## src/rtl/lapido_pkg.sv

```systemverilog
`default_nettype none
// ----------------------------------------------------------------------------
// lapido_pkg - fetch FSM states and opcode constants shared with control.
// Rev 1.0
// ----------------------------------------------------------------------------
package lapido_pkg;

  typedef enum logic [1:0] {
    ST_IDLE   = 2'd0,
    ST_FETCH  = 2'd1,
    ST_WAIT   = 2'd2,
    ST_SQUASH = 2'd3
  } fetch_state_t;

  // All-zero word decodes as NOP (type bits [31:29] = 000) in control.
  localparam logic [31:0] NOP_INSTR = 32'h0000_0000;

  localparam logic [2:0] OP_NOP   = 3'b000;
  localparam logic [2:0] OP_ALU   = 3'b001;
  localparam logic [2:0] OP_CONST = 3'b010;
  localparam logic [2:0] OP_MEM   = 3'b100;

endpackage
`default_nettype wire

```

## src/rtl/fetch_unit_if.sv

```systemverilog
`default_nettype none
// ----------------------------------------------------------------------------
// fetch_unit_if - instruction memory req/ack read channel.
// Rev 1.0
// ----------------------------------------------------------------------------
interface fetch_unit_if #(
  parameter int ADDR_WIDTH = 16
);
  logic                  imemReq;
  logic [ADDR_WIDTH-1:0] imemAddr;
  logic                  imemAck;
  logic [31:0]           imemData;

  modport master (
    output imemReq,
    output imemAddr,
    input  imemAck,
    input  imemData
  );

  modport slave (
    input  imemReq,
    input  imemAddr,
    output imemAck,
    output imemData
  );
endinterface
`default_nettype wire

```

## src/rtl/fetch_unit.sv

```systemverilog
`default_nettype none
// ----------------------------------------------------------------------------
// fetch_unit - PC owner, imem req/ack fetch FSM and instruction register.
// Rev 1.0
// ----------------------------------------------------------------------------
module fetch_unit
  import lapido_pkg::*;
#(
  parameter int                    ADDR_WIDTH = 16,
  parameter logic [ADDR_WIDTH-1:0] RESET_PC   = '0
) (
  input  wire                   clock,
  input  wire                   reset_n,
  input  wire                   stall,
  input  wire                   branchTaken,
  input  wire  [ADDR_WIDTH-1:0] branchTarget,
  fetch_unit_if.master          imem,
  output logic [31:0]           instruction,
  output logic                  instrValid,
  output logic [ADDR_WIDTH-1:0] pcOut
);

  localparam logic [ADDR_WIDTH-1:0] PC_ONE = ADDR_WIDTH'(1);

  fetch_state_t          state;
  fetch_state_t          state_nxt;
  logic [ADDR_WIDTH-1:0] pc;
  logic [ADDR_WIDTH-1:0] pc_nxt;
  logic [ADDR_WIDTH-1:0] req_addr;
  logic [ADDR_WIDTH-1:0] req_addr_nxt;
  logic                  req;
  logic                  req_nxt;
  logic [31:0]           ir_nxt;
  logic                  valid_nxt;
  logic [ADDR_WIDTH-1:0] pc_out_nxt;

  logic redirect;
  logic ir_free;
  logic issue;
  logic accept;

  assign redirect = branchTaken && (state != ST_IDLE);
  assign ir_free  = !instrValid || !stall;
  assign issue    = (state == ST_FETCH) && ir_free && !redirect;
  // An ack that cannot be absorbed because the IR is stalled keeps WAIT alive.
  assign accept   = (state == ST_WAIT) && imem.imemAck && ir_free && !redirect;

  assign imem.imemReq  = req;
  assign imem.imemAddr = req_addr;

  always_ff @(posedge clock or negedge reset_n) begin
    if (!reset_n) begin
      state <= ST_IDLE;
    end else begin
      state <= state_nxt;
    end
  end

  always_comb begin
    state_nxt = state;
    unique case (state)
      ST_IDLE:   state_nxt = ST_FETCH;
      ST_FETCH:  if (issue) state_nxt = ST_WAIT;
      ST_WAIT: begin
        if (imem.imemAck && (redirect || ir_free)) begin
          state_nxt = ST_FETCH;
        end else if (redirect) begin
          state_nxt = ST_SQUASH;
        end
      end
      ST_SQUASH: if (imem.imemAck) state_nxt = ST_FETCH;
      default:   state_nxt = ST_IDLE;
    endcase
  end

  always_comb begin
    req_nxt      = (state_nxt == ST_WAIT) || (state_nxt == ST_SQUASH);
    req_addr_nxt = issue ? pc : req_addr;

    pc_nxt = pc;
    if (redirect) begin
      pc_nxt = branchTarget;
    end else if (accept) begin
      pc_nxt = req_addr + PC_ONE;
    end

    ir_nxt     = instruction;
    valid_nxt  = instrValid;
    pc_out_nxt = pcOut;
    if (redirect) begin
      ir_nxt    = NOP_INSTR;
      valid_nxt = 1'b0;
    end else if (accept) begin
      ir_nxt     = imem.imemData;
      valid_nxt  = 1'b1;
      pc_out_nxt = req_addr;
    end else if (!stall) begin
      ir_nxt    = NOP_INSTR;
      valid_nxt = 1'b0;
    end
  end

  always_ff @(posedge clock or negedge reset_n) begin
    if (!reset_n) begin
      pc          <= RESET_PC;
      req_addr    <= RESET_PC;
      req         <= 1'b0;
      instruction <= NOP_INSTR;
      instrValid  <= 1'b0;
      pcOut       <= '0;
    end else begin
      pc          <= pc_nxt;
      req_addr    <= req_addr_nxt;
      req         <= req_nxt;
      instruction <= ir_nxt;
      instrValid  <= valid_nxt;
      pcOut       <= pc_out_nxt;
    end
  end

endmodule
`default_nettype wire

```

## src/flat_wrapper.sv

```systemverilog
// flat-port wrapper written by rule: the top's interface ports become plain ports
module fetch_unit_flat import lapido_pkg::*;
#(
  parameter int                    ADDR_WIDTH = 16,
  parameter logic [ADDR_WIDTH-1:0] RESET_PC   = '0
)
  (clock, reset_n, stall, branchTaken, branchTarget, instruction, instrValid, pcOut, imem_imemReq, imem_imemAddr, imem_imemAck, imem_imemData);
  fetch_unit_if #(.ADDR_WIDTH(ADDR_WIDTH)) imem_i ();
  input  wire clock;
  input  wire reset_n;
  input  wire stall;
  input  wire branchTaken;
  input  wire  [ADDR_WIDTH-1:0] branchTarget;
  output logic [31:0] instruction;
  output logic instrValid;
  output logic [ADDR_WIDTH-1:0] pcOut;
  output wire logic [$bits(imem_i.imemReq)-1:0] imem_imemReq;
  output wire logic [$bits(imem_i.imemAddr)-1:0] imem_imemAddr;
  input wire logic [$bits(imem_i.imemAck)-1:0] imem_imemAck;
  input wire logic [$bits(imem_i.imemData)-1:0] imem_imemData;
  assign imem_imemReq = imem_i.imemReq;
  assign imem_imemAddr = imem_i.imemAddr;
  assign imem_i.imemAck = imem_imemAck;
  assign imem_i.imemData = imem_imemData;
  fetch_unit #(.ADDR_WIDTH(ADDR_WIDTH), .RESET_PC(RESET_PC)) u_core (.clock(clock), .reset_n(reset_n), .stall(stall), .branchTaken(branchTaken), .branchTarget(branchTarget), .imem(imem_i), .instruction(instruction), .instrValid(instrValid), .pcOut(pcOut));
endmodule
```

## config.mk

```make
export PLATFORM = sky130hd
export DESIGN_NAME = fetch_unit_flat
export DESIGN_NICKNAME = d
export VERILOG_FILES = /design/src/rtl/lapido_pkg.sv /design/src/rtl/fetch_unit_if.sv /design/src/rtl/fetch_unit.sv /design/src/flat_wrapper.sv
export SDC_FILE = /design/constraint.sdc
export NUM_CORES = 1
export LEC_CHECK = 0
export CAP_MARGIN = 10
export CORE_UTILIZATION = 45
export CTS_BUF_LIST = sky130_fd_sc_hd__clkbuf_4 sky130_fd_sc_hd__clkbuf_8 sky130_fd_sc_hd__clkbuf_16
export DETAILED_ROUTE_END_ITERATION = 8
export GPL_TIMING_DRIVEN = 0
export PLACE_DENSITY = 0.84
export SLEW_MARGIN = 20
export SYNTH_ARGS = -nofsm -noshare
export SYNTH_HDL_FRONTEND = slang
export SYNTH_SLANG_ARGS = --single-unit
```

## constraint.sdc

```tcl
create_clock -name clock -period 2.3 [get_ports clock]
set_input_delay 0.46 -clock clock [delete_from_list [all_inputs] [get_ports clock]]
set_output_delay 0.46 -clock clock [all_outputs]
set_load 0.02 [all_outputs]
```

### Word level (Yosys, flattened, before mapping)

Index checks and enable logic that the tools add are counted.

* bits in registers: 84
* input bits: 53
* output and inout bits: 66
* logic and storage cells: 45

* $add $sub $neg: 1
* equal/unequal tests: 6
* muxes and demuxes: 13
* bitwise logic cells: 1
* reduce and logical (&&, ||, !) cells: 17

Operators with widths (number)
* two-way mux 32 bit: 3
* two-way mux 16 bit: 2
* adder 16 x 1 -> 16 bit (second input constant): 1
* equality test 2 bit (second input constant): 4
* two-way mux 2 bit: 4
* case mux 2 bit (4 select lines): 1
* logical AND 1 bit: 7
* nonzero test 2 bit: 2
* logical NOT 1 bit: 3
* logical OR 1 bit: 3
* two-way mux 1 bit: 3
* inequality test 3 x 1 -> 1 bit (second input constant): 1
* equality test 2 x 1 -> 1 bit (second input constant): 1
* logical NOT 2 bit: 1
* AND reduction 2 bit: 1
* NOT 1 bit: 1

### Depth between registers and ports, before layout

Gate-level depths: netlist of the first run.

* word-level depth: 8
* mapped depth: 6
* depth with buffers taken out: 5

### Worst setup path before layout of the first run

OpenSTA, ideal clock, no wires.

* path kind: register to register
* start: register u_core.req_addr[0] (netlist: u_core.imem.imemAddr[0])
* end: register u_core.pc[14]
* library setup time: 0.126 ns
* arrival time: 1.709 ns
* required time: 2.174 ns
* setup slack: 0.465 ns
* stages on the path, launching flop included: 6
* path buffers: 0
* period minus slack after synthesis: 1.835 ns
* cells stage by stage: dfrtp_1 > ha_1 > and4_1 > nor4b_1 > xor2_1 > a221o_1

* word-level cells in the longest chain between the ends: 3

Ends and longest elaborated chain
* start: declaration: line fetch_unit.sv:29 `logic [ADDR_WIDTH-1:0] req_addr;`
* start signal: assignment: line fetch_unit.sv:113 `req_addr <= req_addr_nxt;`
* adder 16 x 1 -> 16 bit: line fetch_unit.sv:84 `pc_nxt = req_addr + PC_ONE;`
* two-way mux 16 bit: line fetch_unit.sv:83 `end else if (accept) begin`
* two-way mux 16 bit: line fetch_unit.sv:81 `if (redirect) begin`
* end signal: assignment: line fetch_unit.sv:112 `pc <= pc_nxt;`
* end: declaration: line fetch_unit.sv:27 `logic [ADDR_WIDTH-1:0] pc;`

No other way between the ends. The select of a mux whose other input is x is not followed.
A chain may end at the register's enable or synchronous reset.

### Worst setup path after layout of the first run

* start: input branchTaken
* end: register u_core.req_addr[13] (netlist: u_core.imem.imemAddr[13])

* word-level cells in the longest chain between the ends: 3

Ends and longest elaborated chain
* start: declaration: line flat_wrapper.sv:12 `input wire branchTaken;`
* logical AND 1 bit: line fetch_unit.sv:42 `assign redirect = branchTaken && (state != ST_IDLE);`
* logical NOT 1 bit: line fetch_unit.sv:44 `assign issue = (state == ST_FETCH) && ir_free && !redirect;`
* logical AND 1 bit: line fetch_unit.sv:44

No other way between the ends.

==> results of run 1 <==
-- worst register-to-register path, stage by stage, from the launching register on --
cell and delay, ns:
dfrtp_1 0.53, ha_1 0.28, and4_1 0.32, nor4b_1 0.32
xor2_1 0.12, a221o_1 0.30
-- cell usage after synthesis --
cell	number
or2_2	1
nor4_1	2
buf_6	2
o21ai_0	3
dfrtp_1	84
or3_1	1
o21bai_2	1
or4b_4	1
a21bo_2	1
ha_1	1
o31ai_1	1
and3_1	10
inv_1	2
nor4b_2	1
a21oi_1	3
nand3b_1	1
clkbuf_1	4
and2_0	1
nor2_1	3
mux2i_1	1
and4_1	3
xnor2_1	10
a31oi_1	1
a21boi_1	1
mux2_2	16
o21ai_1	2
a221o_1	15
nand4_1	7
nor2_2	1
a22o_1	32
and2_1	1
nor4b_1	1
buf_2	14
nand2b_1	1
nand3_1	5
nand2_1	52
xor2_1	3
-- routing by layer --
| metal | part of all wire, % | vias to the layer above |
|---|---|---|
| met1 | 44 | 1396 |
| met3 | 6.3 | 12 |
| met2 | 49 | 112 |
| li1 | - | 1313 |
| met5 | 0 | - |
| met4 | 1.3 | 0 |
-- worst max path at each step --
stage               cells after the start  slack [ns]                  endpoint               startpoint
floorplan                               5        0.46             u_core.pc[14]  u_core.imem.imemAddr[0]
global placement                        1       -2.09    u_core.instruction[29]                  reset_n
detailed placement                      4       -0.09  u_core.imem.imemAddr[13]              branchTaken
CTS                                     4        0.26  u_core.imem.imemAddr[13]              branchTaken
global route                            5        0.16  u_core.imem.imemAddr[13]                    stall
finish                                  4        0.24  u_core.imem.imemAddr[13]              branchTaken
-- cell type report --
| cell class | instances | area [sq um] |
|---|---|---|
| clock buffers | 10 | 138 |
| fillers | 576 | 2370 |
| clock inverters | 6 | 63.8 |
| flip-flops and latches | 84 | 2100 |
| multi-input cells | 183 | 1290 |
| inverters | 2 | 7.51 |
| well taps | 99 | 124 |
| plain buffers | 20 | 108 |
| repair buffers | 119 | 1210 |
-- cells by family after synthesis --
group	after synthesis	synth area share (%)
flops	84	60.0
simple gates	92	13.1
mux	17	5.42
fa+ha+maj	1	0.357
compound gates	60	14.6
buf+inv	22	3.28
xor+xnor	13	3.25
-- metrics by stage --
step                TNS (ns)  setup WS (ns)  area (sq um)  hold WS, ns
floorplan                  0          0.465          3510        0.164
global placement     -175.46          -2.09          4810        0.457
detailed placement     -1.60        -0.0926          4840        0.443
CTS                        0          0.259          5040       0.0675
global route               0          0.155          5040       0.0886
finish                     0          0.240          5040       0.0590
-- flip-flops by register name (all words and copies together), names as in the netlist --
| register | count |
|---|---|
| u_core.imem.imemAddr | 16 |
| u_core.imem.imemReq | 1 |
| u_core.instrValid | 1 |
| u_core.instruction | 32 |
| u_core.pc | 16 |
| u_core.pcOut | 16 |
| u_core.state | 2 |
-- power groups by stage --
stage	registers, uW	clock network, uW	logic, uW
2_1_floorplan	2420	0	657
3_3_place_gp	2170	0	1720
3_5_place_dp	2190	0	1760
4_1_cts	2160	1070	1770
5_1_grt	2220	1140	1880
6_report	2170	1050	1760
==> flow_summary.toml, run 1 <==
[run_status]
status = "finished, final reports clean"

[timing]
rsz0062_at_grt = "no"
maxSlewViolCount = 0
hold_viol = 0
finalCriticalPeriod_ns = 2.06
max-slew-margin-rel_pct = 66.6
tightest_slew_ns = 0.500
clock_skew_ns = 0.00916
setup_viol_count_final = 0
max_freq_mhz = 485
period_share_pct = 89.6

[power_and_ir_drop]
powerDensity_nw_per_um2 = 987
p_sw_uw = 1730
power_uw = 4970
leakage_uw = 0.00227
p_comb_share_pct = 35.3
ir_drop_mv = 0.356
power.internal_uw = 3240
clkPwrFrac_pct = 21.0
sw_frac_of_total_pct = 34.8
seq_power_share_pct = 43.6

[setup_path]
cp-start-kind = "primary input"
timing.rr.end = "u_core.pc[14]"
critPathTopFamily = "buffers and inverters"
reg2reg_depth = 5
required_ns = 2.53
r2r_setup_slack_ns = 0.30
cp_max_fo = 10
worstPathCellList = "clkdlybuf4s50_1 -> nand3b_1 -> buf_2 -> mux2_2"
criticalPathCategory = "primary input to flip-flop"
end_kind = "flip-flop"
slowest_stage = "clkdlybuf4s50_1"
critPathBufInv = 2
crit_arrival_ns = 2.29
cpPeakStageDelay_ns = 0.63
r2r-start = "u_core.imem.imemAddr[0]"

[placed_design]
port_buffers = 118
gp_congestion = 0.825
dp.cells = 507
hpwlAfterDp_microns = 6400

[finish]
finalNetCount = 473
diodes = 0
final_cell_mix = "clkdlybuf4s50_1, dfrtp_1, nand2_1"
fin_util_pct = 68.0
area_delta_synth_final_pct = 43.7
drive_gt1_share_pct = 13.2
fin_cells = 523
mostFrequentLayoutCell = "clkdlybuf4s50_1"

[global_routing]
antenna_found_initial = 0
grt.met1_usage_pct = 31.0
top_usage_layer = "met2"
grt_max_degree = 51
grt_use_total_pct = 22.5
gr-total-overflow = 0
grt_use_met2_pct = 36.3
first_global_vias = 2861
use_met3_pct = 4.12
grt_pass1_wl_microns = 14400

[clocking]
clkTransAtPathRegs_ns = 0.08
clock_sinks = 84
cts_hold_buf = 0
cts_tree = "done"
cts_buffers = 9
h-tree-depth = 3
ctsResizeCount = 0
clk_latency_ns = 0.34
cts_root_buf = "clkbuf_8"
cts_buffer_depth = 2
cts_setup_buffers = 0

[floorplan]
fp.dieH_microns = 90.3
die_w_microns = 90.3
core_sq_um = 7410
io_pins = 119
placementRows = 31
die-area_sq_um = 8150
start_util_pct = 47.3

[synthesis]
synth.ff_latch_count = 84
synth_cell_types = 37
synth_area_leader_cell = "dfrtp_1"
ys_seq_area_share_pct = 60.0
yosysWarnings = 0
synthTopCellsByArea = "dfrtp_1, a22o_1, nand2_1"
syn_area_sq_um = 3510
synth_top_area_share_pct = 60.0
synthCells = 289
syn_avg_cell_area_sq_um = 12.1
syn-num-nets = 343

[route]
via_per_inst = 5.42
vias = 2833
drt_wl_total_microns = 8760
first_pass_iters = 5
post-route-drc-count = 0
antenna_left = 0
wl_per_cell_microns = 16.8
drt_iter0_drc = 165

[run]
drv_cap = 0

[hold_path]
worst_hold_path_type = "primary input to async pin"
(Power assumes the default switching activity.)
==> inputs of run 2 (changes only) <==
- MAX_ROUTING_LAYER: default -> met4
==> run 2 against run 1 <==
Utilization unchanged. Fmax down 0.13%. Setup slack lost 0.0027 ns. Routed wire length is 0.22% higher. Hold slack got worse by 0.0028 ns. Final area stayed put. Critical endpoint unchanged.
==> flow_summary.toml, run 2 (synthesized netlist as in run 1, its figures left out) <==
[run_status]
status = "finished, final reports clean"

[setup_path]
r2r-start = "u_core.imem.imemAddr[0]"
timing.rr.end = "u_core.pc[14]"
crit_start = "branchTaken"
cp-start-kind = "primary input"
cp_max_fo = 10
crit_arrival_ns = 2.29
r2r_setup_slack_ns = 0.32
required_ns = 2.52
end_kind = "flip-flop"
criticalPathCategory = "primary input to flip-flop"
worst_setup_path_endpoint = "u_core.imem.imemAddr[13]"
reg2reg_depth = 5

[route]
wl_per_cell_microns = 16.8
antenna_left = 0
vias = 2822
drt_wl_total_microns = 8780
drt_iter0_drc = 154
first_pass_iters = 4
via_per_inst = 5.40
post-route-drc-count = 0

[clocking]
cts_root_buf = "clkbuf_8"
cts_buffers = 9
cts_hold_buf = 0
cts_setup_buffers = 0
ctsResizeCount = 0
h-tree-depth = 3
cts_tree = "done"
clk_latency_ns = 0.34
clock_sinks = 84
cts_buffer_depth = 2
clkTransAtPathRegs_ns = 0.08

[floorplan]
start_util_pct = 47.3
core_sq_um = 7410
die-area_sq_um = 8150
placementRows = 31
io_pins = 119
die_w_microns = 90.3
fp.dieH_microns = 90.3

[timing]
max-slew-margin-rel_pct = 65.9
period_share_pct = 89.7
max_freq_mhz = 485
finalCriticalPeriod_ns = 2.06
clock_skew_ns = 0.00960
rsz0062_at_grt = "no"
maxSlewViolCount = 0
hold_viol = 0
whs_ns = 0.0562
tightest_slew_ns = 0.509
setup_viol_count_final = 0

[power_and_ir_drop]
p_comb_share_pct = 35.3
ir_drop_mv = 0.355
leakage_uw = 0.00227
sw_frac_of_total_pct = 34.9
clkPwrFrac_pct = 21.1
power.internal_uw = 3240
power_uw = 4980
powerDensity_nw_per_um2 = 989
seq_power_share_pct = 43.6
p_sw_uw = 1740

[hold_path]
worst_hold_path_type = "primary input to async pin"

[global_routing]
first_global_vias = 2870
grt_pass1_wl_microns = 14400
antenna_found_initial = 0
grt_use_total_pct = 23.2
gr-total-overflow = 0
grt_max_degree = 51

[finish]
drive_gt1_share_pct = 13.2
fin_util_pct = 68.0
area_delta_synth_final_pct = 43.7
mostFrequentLayoutCell = "clkdlybuf4s50_1"
multiInputGateArea_sq_um = 1290
final_cell_mix = "clkdlybuf4s50_1, dfrtp_1, nand2_1"
num-fill-cells = 576
regArea_sq_um = 2100
diodes = 0
finalNetCount = 473
largest_register_ffs = 32
top_register = "u_core.instruction"

[placed_design]
hpwlAfterDp_microns = 6400
gp_congestion = 0.837
port_buffers = 118

[run]
drv_cap = 0
==> run 2: metal layers <==
layer | up-vias | wire [microns] | GRT usage, %
met5 | - | 0 | -
met4 | 0 | 132 | 7.66
met3 | 16 | 485 | 3.37
met2 | 112 | 4320 | 36.3
met1 | 1381 | 3840 | 31.4
li1 | 1313 | - | -
==> run 2: cell type report <==
cell class	count	area share, %
Buffer	20	2.14
Clock buffer	10	2.73
Clock inverter	6	1.27
Inverter	2	0.149
Multi-Input combinational cell	183	25.6
Sequential cell	84	41.7
Tap cell	99	2.46
Timing Repair Buffer	119	23.9
==> run 2: how the worst min path moves through the flow <==
stage / to / slack (ns)
2_1_floorplan: u_core.imem.imemAddr[0] / 0.16
5_1_grt: u_core.instruction[7] / 0.09
3_5_place_dp: u_core.imem.imemAddr[2] / 0.44
6_report: u_core.imem.imemAddr[2] / 0.06
4_1_cts: u_core.imem.imemAddr[2] / 0.07
3_3_place_gp: u_core.pcOut[7] / 0.46
==> run 2: worst max-delay path, stage by stage <==
cell	delay, ns
clkdlybuf4s50_1	0.63
nand3b_1	0.45
buf_2	0.37
mux2_2	0.37
==> run 2: power groups by stage <==
stage	sequential (uW)	clock, uW	combinational (uW)
2_1_floorplan	2420	0	657
3_3_place_gp	2170	0	1720
3_5_place_dp	2190	0	1760
4_1_cts	2160	1070	1770
5_1_grt	2220	1140	1880
6_report	2170	1050	1760
==> run 2: per-stage QoR <==
stage	setup slack (ns)	instance area (sq um)	setup TNS [ns]	cells
floorplan	0.465	3510	0	289
finish	0.237	5040	0	523
detailed placement	-0.0926	4840	-1.60	507
CTS	0.259	5040	0	523
global route	0.155	5040	0	523
global placement	-2.09	4810	-175.46	506
